## src/rtl/serv_rf_dbg_arb.sv

```systemverilog
// Debug halt controller: parks serv at an RF read boundary, then lends the RF RAM port to a debug host.
// Host access latency is cyc->ack in 3 cycles; the withheld CPU read request is replayed on resume.
module serv_rf_dbg_arb #(
   parameter int RF_WIDTH     = 8,
   parameter int CSR_REGS     = 4,
   parameter int RF_L2D       = $clog2((32+CSR_REGS)*32/RF_WIDTH),
   parameter int DRAIN_CYCLES = 8
) (
   input  logic                clk,
   input  logic                i_rst,
   input  logic                i_cpu_rreq,
   output logic                o_cpu_ready,
   output logic                o_ifc_rreq,
   input  logic                i_ifc_ready,
   input  logic [RF_L2D-1:0]   i_ifc_waddr,
   input  logic [RF_WIDTH-1:0] i_ifc_wdata,
   input  logic                i_ifc_wen,
   input  logic [RF_L2D-1:0]   i_ifc_raddr,
   input  logic                i_ifc_ren,
   output logic [RF_WIDTH-1:0] o_ifc_rdata,
   output logic [RF_L2D-1:0]   o_ram_waddr,
   output logic [RF_WIDTH-1:0] o_ram_wdata,
   output logic                o_ram_wen,
   output logic [RF_L2D-1:0]   o_ram_raddr,
   output logic                o_ram_ren,
   input  logic [RF_WIDTH-1:0] i_ram_rdata,
   input  logic                i_dbg_halt_req,
   output logic                o_dbg_halted,
   input  logic                i_dbg_cyc,
   input  logic                i_dbg_we,
   input  logic [RF_L2D-1:0]   i_dbg_adr,
   input  logic [RF_WIDTH-1:0] i_dbg_dat,
   output logic [RF_WIDTH-1:0] o_dbg_rdt,
   output logic                o_dbg_ack
);

   localparam int DEPTH = (32+CSR_REGS)*32/RF_WIDTH;
   localparam logic [RF_L2D:0] DEPTH_W   = (RF_L2D+1)'(DEPTH);
   localparam logic [7:0]      DRAIN_INIT = 8'(DRAIN_CYCLES);

   typedef enum logic [2:0] {
      S_RUN, S_DRAIN, S_HALT, S_ACC, S_CAP, S_ACK, S_RESUME
   } state_t;

   state_t                state_q, state_d;
   logic                  pend_q, pend_d;
   logic [7:0]            cnt_q, cnt_d;
   logic [RF_L2D-1:0]     adr_q, adr_d;
   logic                  we_q, we_d;
   logic [RF_WIDTH-1:0]   dat_q, dat_d;
   logic [RF_WIDTH-1:0]   rdt_q, rdt_d;
   logic                  host_sel;
   logic                  in_range;

   assign in_range = {1'b0, adr_q} < DEPTH_W;

   always_ff @(posedge clk) begin
      if (i_rst) begin
         state_q <= S_RUN;
         pend_q  <= 1'b0;
         cnt_q   <= DRAIN_INIT;
         adr_q   <= '0;
         we_q    <= 1'b0;
         dat_q   <= '0;
         rdt_q   <= '0;
      end else begin
         state_q <= state_d;
         pend_q  <= pend_d;
         cnt_q   <= cnt_d;
         adr_q   <= adr_d;
         we_q    <= we_d;
         dat_q   <= dat_d;
         rdt_q   <= rdt_d;
      end
   end

   always_comb begin
      state_d     = state_q;
      pend_d      = pend_q;
      cnt_d       = cnt_q;
      adr_d       = adr_q;
      we_d        = we_q;
      dat_d       = dat_q;
      rdt_d       = rdt_q;
      o_ifc_rreq  = 1'b0;
      o_cpu_ready = 1'b0;
      o_dbg_ack   = 1'b0;
      host_sel    = 1'b0;
      case (state_q)
         S_RUN: begin
            o_ifc_rreq  = i_cpu_rreq;
            o_cpu_ready = i_ifc_ready;
            // Withhold the read so the CPU stalls at the instruction boundary
            if (i_cpu_rreq && i_dbg_halt_req) begin
               o_ifc_rreq = 1'b0;
               pend_d     = 1'b1;
               cnt_d      = DRAIN_INIT;
               state_d    = S_DRAIN;
            end
         end
         S_DRAIN: begin
            if (!i_dbg_halt_req) begin
               state_d = S_RESUME;
            end else if (i_ifc_wen) begin
               cnt_d = DRAIN_INIT;
            end else begin
               cnt_d = cnt_q - 8'd1;
               if (cnt_d == 8'd0) state_d = S_HALT;
            end
         end
         S_HALT: begin
            host_sel = 1'b1;
            if (i_dbg_cyc) begin
               adr_d   = i_dbg_adr;
               we_d    = i_dbg_we;
               dat_d   = i_dbg_dat;
               state_d = S_ACC;
            end else if (!i_dbg_halt_req) begin
               state_d = S_RESUME;
            end
         end
         S_ACC: begin
            host_sel = 1'b1;
            state_d  = S_CAP;
         end
         S_CAP: begin
            host_sel = 1'b1;
            if (!we_q) rdt_d = in_range ? i_ram_rdata : '0;
            state_d  = S_ACK;
         end
         S_ACK: begin
            host_sel  = 1'b1;
            o_dbg_ack = 1'b1;
            state_d   = S_HALT;
         end
         S_RESUME: begin
            o_ifc_rreq  = pend_q;
            o_cpu_ready = i_ifc_ready;
            pend_d      = 1'b0;
            state_d     = S_RUN;
         end
         default: state_d = S_RUN;
      endcase
   end

   assign o_dbg_halted = host_sel;
   assign o_dbg_rdt    = rdt_q;
   assign o_ifc_rdata  = i_ram_rdata;
   assign o_ram_waddr  = host_sel ? adr_q : i_ifc_waddr;
   assign o_ram_wdata  = host_sel ? dat_q : i_ifc_wdata;
   assign o_ram_raddr  = host_sel ? adr_q : i_ifc_raddr;
   assign o_ram_wen    = host_sel ? (state_q == S_ACC) &&  we_q && in_range : i_ifc_wen;
   assign o_ram_ren    = host_sel ? (state_q == S_ACC) && !we_q && in_range : i_ifc_ren;

endmodule

```

## config.mk

```make
export PLATFORM = sky130hd
export DESIGN_NAME = serv_rf_dbg_arb
export DESIGN_NICKNAME = d
export VERILOG_FILES = /design/src/rtl/serv_rf_dbg_arb.sv
export SDC_FILE = /design/constraint.sdc
export NUM_CORES = 1
export LEC_CHECK = 0
export CAP_MARGIN = 0
export CORE_UTILIZATION = 36
export CTS_CLUSTER_DIAMETER = 200
export CTS_CLUSTER_SIZE = 28
export DETAILED_ROUTE_END_ITERATION = 6
export GPL_TIMING_DRIVEN = 1
export PLACE_DENSITY = 0.85
export REMOVE_ABC_BUFFERS = 1
export SLEW_MARGIN = 20
export SYNTH_ARGS = -nofsm -noshare
export SYNTH_HDL_FRONTEND = slang
export SYNTH_SLANG_ARGS = --single-unit
```

## constraint.sdc

```tcl
create_clock -name clk -period 1.6 [get_ports clk]
set_input_delay 0.24 -clock clk [delete_from_list [all_inputs] [get_ports clk]]
set_output_delay 0.24 -clock clk [all_outputs]
set_load 0.01 [all_outputs]
```

Yosys cells after proc, flatten, opt, wreduce, memory -nomap -nowiden
Cells that the tools add are included.
{"block": "word_totals", "reg_bits": 37, "input_bits": 57, "out_inout_bits": 46}
{"block": "op_classes", "add_sub_neg": 1, "order_cmp": 1, "n_eq_ne": 11, "muxes": 24, "n_bitwise": 1, "reduce_logical": 17}
{"op": "$mux W8", "count": 7}
{"op": "$mux W3", "count": 6}
{"op": "$pmux W3 S6", "count": 1}
{"op": "$pmux W8 S2", "count": 1}
{"op": "$eq A3 B3 Y1 const B", "count": 3}
{"op": "$ne A3 B3 Y1 const B", "count": 3}
{"op": "$logic_not A8 Y1", "count": 1}
{"op": "$lt A8 B8 Y1 const B", "count": 1}
{"op": "$sub A8 B1 Y8 const B", "count": 1}
{"op": "$mux W1", "count": 7}
{"op": "$eq A3 B2 Y1 const B", "count": 2}
{"op": "$reduce_and A2 Y1", "count": 3}
{"op": "$logic_and A1 B1 Y1", "count": 5}
{"op": "$ne A2 B2 Y1 const B", "count": 2}
{"op": "$pmux W1 S2", "count": 2}
{"op": "$reduce_and A4 Y1", "count": 1}
{"op": "$reduce_bool A2 Y1", "count": 2}
{"op": "$reduce_or A4 Y1", "count": 1}
{"op": "$eq A3 B1 Y1 const B", "count": 1}
{"op": "$logic_not A3 Y1", "count": 1}
{"op": "$reduce_and A3 Y1", "count": 1}
{"op": "$reduce_or A2 Y1", "count": 1}
{"op": "$logic_not A1 Y1", "count": 1}
{"op": "$not A1 Y1", "count": 1}

Logic depth before layout (Yosys ltp)
{"block": "logic_depth", "ltp_word": 6, "depth_mapped": 7, "mapped_depth_nobuf": 6}

Worst setup path before layout
No wires, ideal clock.
{"block": "synth_timing", "path_type": "reg2out", "startpoint": "register state_q[1]", "endpoint": "output o_ram_raddr[6]", "arrival_time_ps": 1486, "required_time_ps": 1360, "slack_ps": -126, "path_stages_with_launch": 7, "n_path_buf": 2, "cell_sequence": "dfxtp_1 buf_2 xnor2_1 clkinv_1 buf_2 nand2_1 nand2_1"}
{"block": "synth_between", "elab_chain_len": 4}
{"item": "start, declared", "line_no": "45", "source": "state_t state_q, state_d;"}
{"item": "start signal, assigned", "line_no": "67", "source": "state_q <= state_d;"}
{"item": "$eq A3 B2 Y1 / $eq A3 B3 Y1 (equally long branches)", "line_no": "89", "source": "case (state_q)"}
{"item": "$reduce_or A4 Y1 (no source line) (*)"}
{"item": "$mux W1 (*)", "line_no": "89"}
{"item": "via o_dbg_halted", "line_no": "28", "source": "output logic o_dbg_halted,"}
{"item": "$mux W8 (*)", "line_no": "151", "source": "assign o_ram_raddr = host_sel ? adr_q : i_ifc_raddr;"}
{"item": "end, declared", "line_no": "24", "source": "output logic [RF_L2D-1:0] o_ram_raddr,"}
The timed path passes the listed nets; every way through them passes the cells marked *.

Worst setup path after layout
{"block": "layout_timing", "startpoint": "register state_q[1]", "endpoint": "output o_ram_waddr[5]"}
{"block": "layout_between", "elab_chain_len": 4}
{"item": "$eq A3 B2 Y1 / $eq A3 B3 Y1 (equally long branches)", "line_no": "89"}
{"item": "$reduce_or A4 Y1 (no source line) (*)"}
{"item": "$mux W1 (*)", "line_no": "89"}
{"item": "$mux W8 (*)", "line_no": "149", "source": "assign o_ram_waddr = host_sel ? adr_q : i_ifc_waddr;"}
{"item": "end, declared", "line_no": "21", "source": "output logic [RF_L2D-1:0] o_ram_waddr,"}
Every way passes the cells marked *; elsewhere a longest branch is shown, timed or not.

==> reports/metrics.csv <==
metric;value;unit
grt.overflow.total;0;
synthArstFlopShare;0;%
drc;0;
clock_tree.root_cell;clkbuf_8;
globalplace.congestion;0.800;
ys_ff_latch;37;
grt_pass1_vias;2476;
layout.nets;486;
grt_antenna_before_repair;0;
area_growth;95.8;%
fill_cells;406;
multi_input_area;1570;sq um
cts_buffer_depth;2;
yosys.cell_types.count;46;
synth-edff-count;0;
dr.pass1.iters;4;
ios;103;
p_leak;1.76;nW
clk_latency;0.30;ns
r2r-end;o_dbg_rdt[5];
cap_violations;0;
setup_viol;43;
timing.final.hold_violations;0;
critPathMaxFanout;7;
slew_headroom;66.2;%
min_from;dat_q[7];
max-vdd-ir-drop;0.961;mV
fin_crit_sh;107;%
crit_type;reg2out;
clk_pin_slew;0.08;ns
min_to;dat_q[7];
ys_seq_area_share;35.7;%
grt_usage;22.8;%
cts_tree;yes;
synthCells;295;
wl;7.82;mm
core;5540;sq um
cts.sinks;37;
synth-compound-area-share;18.7;%
synth_xor_xnor_area_share;0.845;%
slew_violations;0;
row_count;27;
cts_made_buffers;5;
ant_nets;0;
placed_cells;481;
worst_pin_slew;0.503;ns
viasPerCell;5.28;
place_hpwl;4.55;mm
syn_area;2070;sq um
rsz0062_at_grt;true;
status;finished, violations left;
start_util;37.4;%
die_area;6060;sq um
power.density;1490;nW/um^2
worst_slack;-0.119;ns
grt_pass1_wl;11.0;mm
yosys.area_share.simple;34.5;%
synth_fa_ha_area_share;1.21;%
p_total;6.04;mW
ff_latch_area;757;sq um
avgSynthCellArea;7.02;sq um
drive_above_1_share;41.6;%
rrSetupSlack;-0.10;ns
die_x;77.9;microns
worstPathArrival;1.48;ns
final_cells;500;
reg2reg_from;state_q[1];
synth_top_family_by_area;simple AND/OR/NAND/NOR gates;
violations;negative setup slack;
r2r_cells;7;
synth_warnings;0;
required;1.36;ns
min_period;1.72;ns
routedWlPerCell;15.6;microns
cts.htree.levels;2;
antenna_cells;0;
finClkSkew;0.00616;ns
die_h;77.9;microns
hold_class;reg2reg;
post_synth_mux_area_share;0.483;%
hold_depth;2;
crit_path_end_kind;output pin;
drtIter0Drc;90;
start_kind;register;
synth_flop_cell;dfxtp_1;
max_freq;582;MHz
vias;2642;
grt_max_degree;23;
io_buffers;102;
-- kinds of logic after synthesis --
| group | after synthesis |
|---|---|
| and+or+nand+nor | 160 |
| AOI/OAI and AO/OA | 59 |
| DFF | 37 |
| buffers and inverters | 34 |
| xor gates and xnor gates | 2 |
| adders and majority gates | 2 |
| muxes | 1 |
-- cell usage in the layout (no fill, tap or decap), types with 3 or more instances in the layout --
cell type	instances
clkbuf_8	5
a21oi_1	20
clkdlybuf4s50_1	71
inv_1	6
buf_2	11
a31oi_1	3
nand3_1	4
a22oi_2	8
nand2_4	14
nor3_1	5
nor2_1	19
buf_6	31
a211oi_2	4
dfxtp_1	30
nor3_2	3
nand2_2	27
nand2_1	62
dfxtp_4	3
buf_4	30
dfxtp_2	4
nand2b_1	3
buf_8	3
-- how the worst max path moves through the flow --
stage                         startpoint             end  cells after the start
after floorplan               state_q[1]     o_cpu_ready                      3
after global placement    i_dbg_halt_req        cnt_q[3]                      5
after detailed placement  i_dbg_halt_req        cnt_q[4]                      5
after CTS                     state_q[1]  o_ram_wdata[2]                      7
after global routing          state_q[1]      state_q[0]                      6
final                         state_q[1]  o_ram_waddr[5]                      6
-- timing repair --
action,4_1_cts,5_1_grt
cloned,3,1
pin swaps,23,50
buffers inserted,5,4
gates resized for setup,182,98
hold buffers,0,0
endpoints found under the setup margin,48,62
-- worst max-delay path, cell delays in order, from the launching register on --
cell      delay (ns)
dfxtp_4         0.39
xnor2_4         0.22
clkinv_4        0.13
buf_12          0.17
nand2_4         0.08
nand2_1         0.04
buf_2           0.13
-- flip-flops by register name, indices dropped and copies added (netlist names) --
signal and count:
adr_q 8, cnt_q 8, dat_q 8, o_dbg_rdt 8
state_q 3, pend_q 1, we_q 1
-- layout make-up --
| class | instances | area share (%) |
|---|---|---|
| well taps | 72 | 2.22 |
| multi-input cells | 224 | 38.7 |
| inverters | 7 | 0.771 |
| clock buffers | 5 | 1.70 |
| clock inverters | 3 | 1.14 |
| repair buffers | 152 | 36.8 |
| flip-flops and latches | 37 | 18.7 |
-- power breakdown --
part           total [mW]  internal (mW)  switching (mW)
Combinational        4.00           2.09            1.91
Clock               0.838          0.467           0.372
Sequential           1.20           1.05           0.152
Total                6.04           3.61            2.44
-- cell usage after synthesis, types with 2 or more instances --
cell,instances,share of area [%]
nand3_1,6,1.4
buf_6,2,1.1
dfxtp_1,37,36
nor2_1,19,3.4
a2bb2oi_1,2,0.85
inv_1,6,1.1
nor3_1,9,2.2
nand3b_1,2,0.72
and3_1,2,0.60
buf_4,8,2.9
a311oi_1,3,1.3
o31ai_1,2,0.72
a22oi_1,8,2.9
xnor2_1,2,0.85
buf_2,4,0.97
nor4b_1,2,0.85
clkbuf_1,12,2.2
a211oi_1,5,1.8
nand2_1,104,19
nor3b_1,2,0.72
o21ai_0,6,1.4
nand2b_1,3,0.91
ha_1,2,1.2
a31oi_1,3,0.91
a21oi_1,22,5.3
o21bai_1,2,0.72
-- metal layers --
| layer | routed length, microns | global-route usage, % | up-vias |
|---|---|---|---|
| met4 | 221 | 9.81 | 0 |
| met2 | 4120 | 40.1 | 95 |
| met5 | 0 | 0 | - |
| li1 | - | - | 1264 |
| met3 | 391 | 5.06 | 26 |
| met1 | 3090 | 26.4 | 1257 |
-- stage by stage --
step | setup TNS, ns | setup WS, ns | hold slack (ns) | utilization (%) | instance area (sq um)
after floorplan | -32.75 | -1.36 | 0.309 | - | 1920
after global placement | -7.00 | -0.303 | 0.442 | 60.4 | 3340
after detailed placement | -8.68 | -0.351 | 0.449 | 60.4 | 3340
after CTS | -3.49 | -0.169 | 0.466 | 65.6 | 3630
after global routing | -6.25 | -0.198 | 0.476 | 73.2 | 4060
final | -3.26 | -0.119 | 0.478 | 73.2 | 4060
Note: power is estimated with default switching activity, not from simulation.
